`config.mk`:
```
export PLATFORM = sky130hd
export DESIGN_NAME = mem_arbiter_flat
export DESIGN_NICKNAME = d
export VERILOG_FILES = /design/src/rtl/mem_arbiter_if.sv /design/src/rtl/mem_arbiter.sv /design/src/flat_wrapper.sv
export SDC_FILE = /design/constraint.sdc
export NUM_CORES = 1
export LEC_CHECK = 0
export ABC_AREA = 1
export BUFFER_PORTS_ARGS = -buffer_cell sky130_fd_sc_hd__buf_2
export CAP_MARGIN = 30
export CORE_ASPECT_RATIO = 0.9
export CORE_UTILIZATION = 40
export DETAILED_ROUTE_END_ITERATION = 12
export HOLD_SLACK_MARGIN = 0.15
export PLACE_DENSITY_LB_ADDON = 0.25
export RECOVER_POWER = 50
export SETUP_SLACK_MARGIN = 0.2
export SYNTH_ARGS = -nofsm -noshare
export SYNTH_HDL_FRONTEND = slang
export SYNTH_SLANG_ARGS = --single-unit
```
`constraint.sdc`:
```
create_clock -name clk -period 1.8 [get_ports clk]
set_input_delay 0.27 -clock clk [delete_from_list [all_inputs] [get_ports clk]]
set_output_delay 0.27 -clock clk [all_outputs]
set_load 0.005 [all_outputs]
```
`src/rtl/mem_arbiter_if.sv`:
```
// Bus bundle between the core's imem/dmem ports, the arbiter and the unified memory.
// The slave modport is the arbiter's view; master is the core-plus-memory environment.
interface mem_arbiter_if #(
  parameter int ADDR_W = 32
);
  logic [15:0]       imem_addr;
  logic              imem_oe;
  logic [31:0]       imem_rdata;
  logic              imem_ready;
  logic [31:0]       dmem_addr;
  logic              dmem_oe;
  logic [31:0]       dmem_wdata;
  logic [3:0]        dmem_we;
  logic [31:0]       dmem_rdata;
  logic              dmem_ready;
  logic [ADDR_W-1:0] mem_addr;
  logic              mem_oe;
  logic [31:0]       mem_wdata;
  logic [3:0]        mem_we;
  logic [31:0]       mem_rdata;
  logic              mem_ready;

  modport slave (
    input  imem_addr, imem_oe, dmem_addr, dmem_oe, dmem_wdata, dmem_we,
           mem_rdata, mem_ready,
    output imem_rdata, imem_ready, dmem_rdata, dmem_ready,
           mem_addr, mem_oe, mem_wdata, mem_we
  );

  modport master (
    output imem_addr, imem_oe, dmem_addr, dmem_oe, dmem_wdata, dmem_we,
           mem_rdata, mem_ready,
    input  imem_rdata, imem_ready, dmem_rdata, dmem_ready,
           mem_addr, mem_oe, mem_wdata, mem_we
  );
endinterface

```
`src/rtl/mem_arbiter.sv`:
```
// Shares one single-ported memory between imem and dmem: dmem has fixed priority,
// and imem is forced through after STARVE_MAX consecutive lost cycles.
module mem_arbiter #(
  parameter int ADDR_W     = 32,
  parameter int STARVE_MAX = 4
) (
  input  logic          clk,
  input  logic          rst,
  mem_arbiter_if.slave  bus
);

  localparam int STARVE_W = $clog2(STARVE_MAX + 1);
  localparam logic [STARVE_W-1:0] STARVE_LIM  = STARVE_W'(STARVE_MAX);
  localparam logic [STARVE_W-1:0] STARVE_ZERO = {STARVE_W{1'b0}};
  localparam logic [STARVE_W-1:0] STARVE_ONE  = STARVE_W'(1);

  typedef enum logic [1:0] {
    OWN_NONE = 2'd0,
    OWN_IMEM = 2'd1,
    OWN_DMEM = 2'd2
  } owner_e;

  owner_e              owner_r, owner_s;
  logic [STARVE_W-1:0] starve_r, starve_s;
  logic                ireq_r, dreq_r;
  logic [ADDR_W-1:0]   hold_addr_r, addr_s;
  logic [3:0]          hold_we_r, we_s;
  logic [31:0]         hold_wdata_r, wdata_s;
  logic                oe_s;
  logic                hold_s;

  // Issue decision: replay the held access, or grant imem/dmem, or go idle.
  always_comb begin
    owner_s  = owner_r;
    starve_s = starve_r;
    addr_s   = hold_addr_r;
    we_s     = hold_we_r;
    wdata_s  = hold_wdata_r;
    oe_s     = 1'b0;
    hold_s   = (owner_r != OWN_NONE) && !bus.mem_ready;
    if (rst) begin
      owner_s  = OWN_NONE;
      starve_s = STARVE_ZERO;
      we_s     = 4'b0000;
    end else if (hold_s) begin
      oe_s = 1'b1;
    end else if (bus.imem_oe && (!bus.dmem_oe || starve_r == STARVE_LIM)) begin
      oe_s     = 1'b1;
      owner_s  = OWN_IMEM;
      starve_s = STARVE_ZERO;
      addr_s   = ADDR_W'(bus.imem_addr);
      we_s     = 4'b0000;
      wdata_s  = bus.dmem_wdata;
    end else if (bus.dmem_oe) begin
      oe_s    = 1'b1;
      owner_s = OWN_DMEM;
      addr_s  = ADDR_W'(bus.dmem_addr);
      we_s    = bus.dmem_we;
      wdata_s = bus.dmem_wdata;
      if (!bus.imem_oe) begin
        starve_s = STARVE_ZERO;
      end else if (starve_r == STARVE_LIM) begin
        starve_s = starve_r;
      end else begin
        starve_s = starve_r + STARVE_ONE;
      end
    end else begin
      owner_s  = OWN_NONE;
      starve_s = STARVE_ZERO;
      we_s     = 4'b0000;
    end
  end

  // Owner, starvation count, request history and the replay copy of the access.
  always_ff @(posedge clk) begin
    if (rst) begin
      owner_r      <= OWN_NONE;
      starve_r     <= STARVE_ZERO;
      ireq_r       <= 1'b0;
      dreq_r       <= 1'b0;
      hold_addr_r  <= {ADDR_W{1'b0}};
      hold_we_r    <= 4'b0000;
      hold_wdata_r <= 32'h0000_0000;
    end else begin
      owner_r  <= owner_s;
      starve_r <= starve_s;
      ireq_r   <= bus.imem_oe;
      dreq_r   <= bus.dmem_oe;
      if (oe_s) begin
        hold_addr_r  <= addr_s;
        hold_we_r    <= we_s;
        hold_wdata_r <= wdata_s;
      end else begin
        hold_addr_r  <= hold_addr_r;
        hold_we_r    <= hold_we_r;
        hold_wdata_r <= hold_wdata_r;
      end
    end
  end

  assign bus.mem_oe    = oe_s;
  assign bus.mem_addr  = addr_s;
  assign bus.mem_we    = we_s;
  assign bus.mem_wdata = wdata_s;

  // A requester that lost arbitration last cycle sees ready=0 and holds its request.
  assign bus.imem_ready = !ireq_r || ((owner_r == OWN_IMEM) && bus.mem_ready);
  assign bus.dmem_ready = !dreq_r || ((owner_r == OWN_DMEM) && bus.mem_ready);
  assign bus.imem_rdata = bus.mem_rdata;
  assign bus.dmem_rdata = bus.mem_rdata;

endmodule

```
`src/flat_wrapper.sv`:
```
// flat-port wrapper written by rule: the top's interface ports become plain ports
module mem_arbiter_flat 
#(
  parameter int ADDR_W     = 32,
  parameter int STARVE_MAX = 4
)
  (clk, rst, bus_imem_addr, bus_imem_oe, bus_dmem_addr, bus_dmem_oe, bus_dmem_wdata, bus_dmem_we, bus_mem_rdata, bus_mem_ready, bus_imem_rdata, bus_imem_ready, bus_dmem_rdata, bus_dmem_ready, bus_mem_addr, bus_mem_oe, bus_mem_wdata, bus_mem_we);
  mem_arbiter_if #(.ADDR_W(ADDR_W)) bus_i ();
  input  logic clk;
  input  logic rst;
  input wire logic [$bits(bus_i.imem_addr)-1:0] bus_imem_addr;
  input wire logic [$bits(bus_i.imem_oe)-1:0] bus_imem_oe;
  input wire logic [$bits(bus_i.dmem_addr)-1:0] bus_dmem_addr;
  input wire logic [$bits(bus_i.dmem_oe)-1:0] bus_dmem_oe;
  input wire logic [$bits(bus_i.dmem_wdata)-1:0] bus_dmem_wdata;
  input wire logic [$bits(bus_i.dmem_we)-1:0] bus_dmem_we;
  input wire logic [$bits(bus_i.mem_rdata)-1:0] bus_mem_rdata;
  input wire logic [$bits(bus_i.mem_ready)-1:0] bus_mem_ready;
  output wire logic [$bits(bus_i.imem_rdata)-1:0] bus_imem_rdata;
  output wire logic [$bits(bus_i.imem_ready)-1:0] bus_imem_ready;
  output wire logic [$bits(bus_i.dmem_rdata)-1:0] bus_dmem_rdata;
  output wire logic [$bits(bus_i.dmem_ready)-1:0] bus_dmem_ready;
  output wire logic [$bits(bus_i.mem_addr)-1:0] bus_mem_addr;
  output wire logic [$bits(bus_i.mem_oe)-1:0] bus_mem_oe;
  output wire logic [$bits(bus_i.mem_wdata)-1:0] bus_mem_wdata;
  output wire logic [$bits(bus_i.mem_we)-1:0] bus_mem_we;
  assign bus_i.imem_addr = bus_imem_addr;
  assign bus_i.imem_oe = bus_imem_oe;
  assign bus_i.dmem_addr = bus_dmem_addr;
  assign bus_i.dmem_oe = bus_dmem_oe;
  assign bus_i.dmem_wdata = bus_dmem_wdata;
  assign bus_i.dmem_we = bus_dmem_we;
  assign bus_i.mem_rdata = bus_mem_rdata;
  assign bus_i.mem_ready = bus_mem_ready;
  assign bus_imem_rdata = bus_i.imem_rdata;
  assign bus_imem_ready = bus_i.imem_ready;
  assign bus_dmem_rdata = bus_i.dmem_rdata;
  assign bus_dmem_ready = bus_i.dmem_ready;
  assign bus_mem_addr = bus_i.mem_addr;
  assign bus_mem_oe = bus_i.mem_oe;
  assign bus_mem_wdata = bus_i.mem_wdata;
  assign bus_mem_we = bus_i.mem_we;
  mem_arbiter #(.ADDR_W(ADDR_W), .STARVE_MAX(STARVE_MAX)) u_core (.clk(clk), .rst(rst), .bus(bus_i));
endmodule
```
==> impl_metrics.csv <==
group,metric,value,unit
status,outcome,"complete, but fails checks",
status,violations,"negative setup slack",
placed_design,place.gp.congestion,0.7940,
route,drc,0,
clock_network,cts.sinks,75,
sta,rsz0062_at_grt,"true",
sta,worst_slack,-208.0,ps
clock_network,cts.clk_slew.worst_paths,60,ps
critical_path,crit_fanout,6,
power_and_ir_drop,p_switching,1.808,mW
die,die_w,130.3,um
power_and_ir_drop,powerDensity,661.8,mW/mm2
power_and_ir_drop,p_comb_frac,0.337,
clock_network,postCtsHoldBufs,0,
grt,grt_pass1_vias,5943,
die,io_pins,256,
critical_path,end_kind,"output port",
power_and_ir_drop,pwr-share-clk,0.326,
sta,tightest_slew,515.8,ps
placed_design,io_buffers,159,
final_layout,multi_input_area,0.003938,mm2
logic_synthesis,yosysWarningCount,0,
final_layout,area_delta_synth_final,40.50,%
route,wl_per_cell,14.00,um
grt,grtUsageTotal,0.2433,
critical_path,regToRegSetupSlack,-100,ps
placed_design,placed_cells,1339,
route,vias_per_cell,4.970,
final_layout,layout-drive-gt1-share,0.3646,
run,maxCapViolations,0,
route,wirelength,19560,um
logic_synthesis,muxShareOfSynthArea,0,
logic_synthesis,synth_xor_area_frac,0,
logic_synthesis,yosys.area_share.simple,0.4375,
min_path,hold_class,"primary input to flop",
final_layout,layout.cells.non_filler,1397,
critical_path,cp.required,1530,ps
grt,grt_pass1_wl,29720,um
route,dr.first_iter.drc_count,476,
final_layout,nFillCells,1435,
logic_synthesis,syn-cell-area,0.005928,mm2
die,dieArea,0.01531,mm2
logic_synthesis,ys_seq_area_frac,0.2533,
critical_path,reg2regPathDepth,15,
final_layout,diodes,0,
sta,hold_violations,0,
logic_synthesis,synth-compound-area-share,0.1150,
grt,grt_start_max_net_pins,58,
power_and_ir_drop,seq_power_share,0.337,
die,die_y,117.5,um
logic_synthesis,synthAdderAreaFrac,0.004221,
power_and_ir_drop,cellLeakagePower,4.431,nW
sta,post-route-min-period,2008,ps
power_and_ir_drop,intPower,3.704,mW
clock_network,clk_path_buf_depth,2,
die,placementRows,41,
min_path,holdPathStages,2,
logic_synthesis,synth_cells,1074,
grt,grt.overflow.total,0,
power_and_ir_drop,total_power,5.512,mW
route,vias,6943,
placed_design,place_hpwl,10970,um
sta,whs,201.8,ps
logic_synthesis,syn-num-nets,1197,
critical_path,criticalPathCategory,"flop to output port",
final_layout,fin_nets,1322,
logic_synthesis,synth_cell_types,20,
placed_design,dp_slack,55.44,ps
die,start_util,0.4157,
clock_network,cts_tree,"done",
sta,finalSetupViolations,100,
logic_synthesis,synth_top_family_by_area,"simple AND/OR/NAND/NOR gates",
logic_synthesis,ys_seq_elements,75,
clock_network,insertion_delay,330,ps
final_layout,seq_area,0.001511,mm2
route,dr.pass1.iters,5,
route,drtAntennaViolNets,0,
sta,fin_crit_sh,1.116,
final_layout,final_core_util,0.5841,
sta,clock_skew,5.778,ps
sta,final_max_slew_viol_count,0,
critical_path,crit_arrival,1740,ps
clock_network,htreeDepth,3,
critical_path,startpoint_type,"flop",
die,coreArea,0.01426,mm2
clock_network,cts-root-buf,"clkbuf_16",
power_and_ir_drop,ir_drop,0.5174,mV
grt,antenna_found_initial,0,
clock_network,cts_buffers,9,
sta,slew_headroom,0.6561,
logic_synthesis,avgSynthCellArea,5.520,um2
power_and_ir_drop,swShare,0.3281,
sta,clock.fmax,0.4980,GHz
==> kinds of logic (layout without fill, tap and decap cells) <==
family,count (synthesis),count (layout)
simple gates,652,653
flops,75,75
compound gates,130,130
fa+ha+maj,2,2
buf+inv,215,344
==> layout by cell type, fill, tap and decap left out, types with 31 or more instances in the layout <==
master / n
nand2_1: 438
buf_2: 156
nand3_1: 86
nand2_2: 85
dfxtp_1: 71
inv_1: 70
a21oi_1: 52
buf_4: 51
o21ai_0: 36
nand2_4: 31
==> state kept, by name, summed over array words and instances (netlist names) <==
register / flops
u_core.hold_wdata_r: 32
u_core.dreq_r: 1
u_core.starve_r: 3
u_core.owner_r: 2
u_core.ireq_r: 1
u_core.hold_addr_r: 32
u_core.hold_we_r: 4
==> metrics by stage <==
| stage | cell area [um2] | setup TNS (ps) |
|---|---|---|
| after global placement | 6610 | 0 |
| after CTS | 7715 | -12680 |
| after global routing | 8329 | -20270 |
| after floorplan | 5931 | 0 |
| final | 8329 | -13350 |
| after detailed placement | 6610 | 0 |
==> critical path, stage by stage, from the launching register on <==
cell	delay [ps]
dfxtp_4	350
o21ai_4	160
nand2_2	100
nor2_4	140
buf_6	130
buf_12	160
clkbuf_16	170
nand2_2	40
nand2_1	40
buf_2	100
==> what timing repair did <==
action	in CTS	in global routing
endpoints found under the setup margin	102	119
resized for setup	105	149
hold endpoints to repair	0	0
pin swaps	47	70
buffers inserted	24	2
gates cloned	12	4
==> area by class of cell <==
cell class	count	area share
multi-input cells	785	0.4727
clock inverters	3	0.002403
well taps	193	0.02899
repair buffers	252	0.2462
flip-flops and latches	75	0.1815
clock buffers	13	0.03365
inverters	76	0.03455
==> Yosys cell counts <==
master	instances	area share
inv_2	3	0.0019
dfxtp_1	75	0.25
nand4_1	1	0.0011
buf_2	36	0.030
clkinv_1	1	0.00063
clkbuf_1	30	0.019
nand3_1	87	0.073
o21ai_4	1	0.0027
ha_1	2	0.0042
nor2_4	2	0.0038
nand2_1	552	0.35
a21oi_1	72	0.061
nand2_2	2	0.0021
inv_1	72	0.046
o31ai_1	1	0.0013
a22oi_1	7	0.0089
buf_4	73	0.092
nand3b_1	4	0.0051
nor2_1	4	0.0025
o21ai_0	49	0.041
==> per-layer routing <==
metal,routed length [um],track usage,vias to the layer above
met2,9340,0.3986,234
met3,1162,0.04364,30
met5,0,0,-
li1,-,-,3521
met1,8784,0.3278,3158
met4,273,0.05669,0
==> final timing paths <==
| path | startpoint | end |
|---|---|---|
| worst max-delay path | u_core.owner_r[1] | bus_mem_wdata[24] |
| worst min-delay path | rst | u_core.dreq_r |
| worst max register to register | u_core.starve_r[0] | u_core.hold_wdata_r[11] |
| worst min register to register | u_core.hold_addr_r[25] | u_core.hold_addr_r[25] |
==> power by group through the flow <==
stage	Clock [mW]	Sequential (mW)	Combinational (mW)
after floorplan	0	1.87	0.949
after global placement	0	1.89	1.34
after detailed placement	0	1.89	1.35
after CTS	1.83	1.86	1.64
after global routing	1.92	1.87	2.04
final	1.80	1.86	1.86
Power figures use the tool's default switching activity.
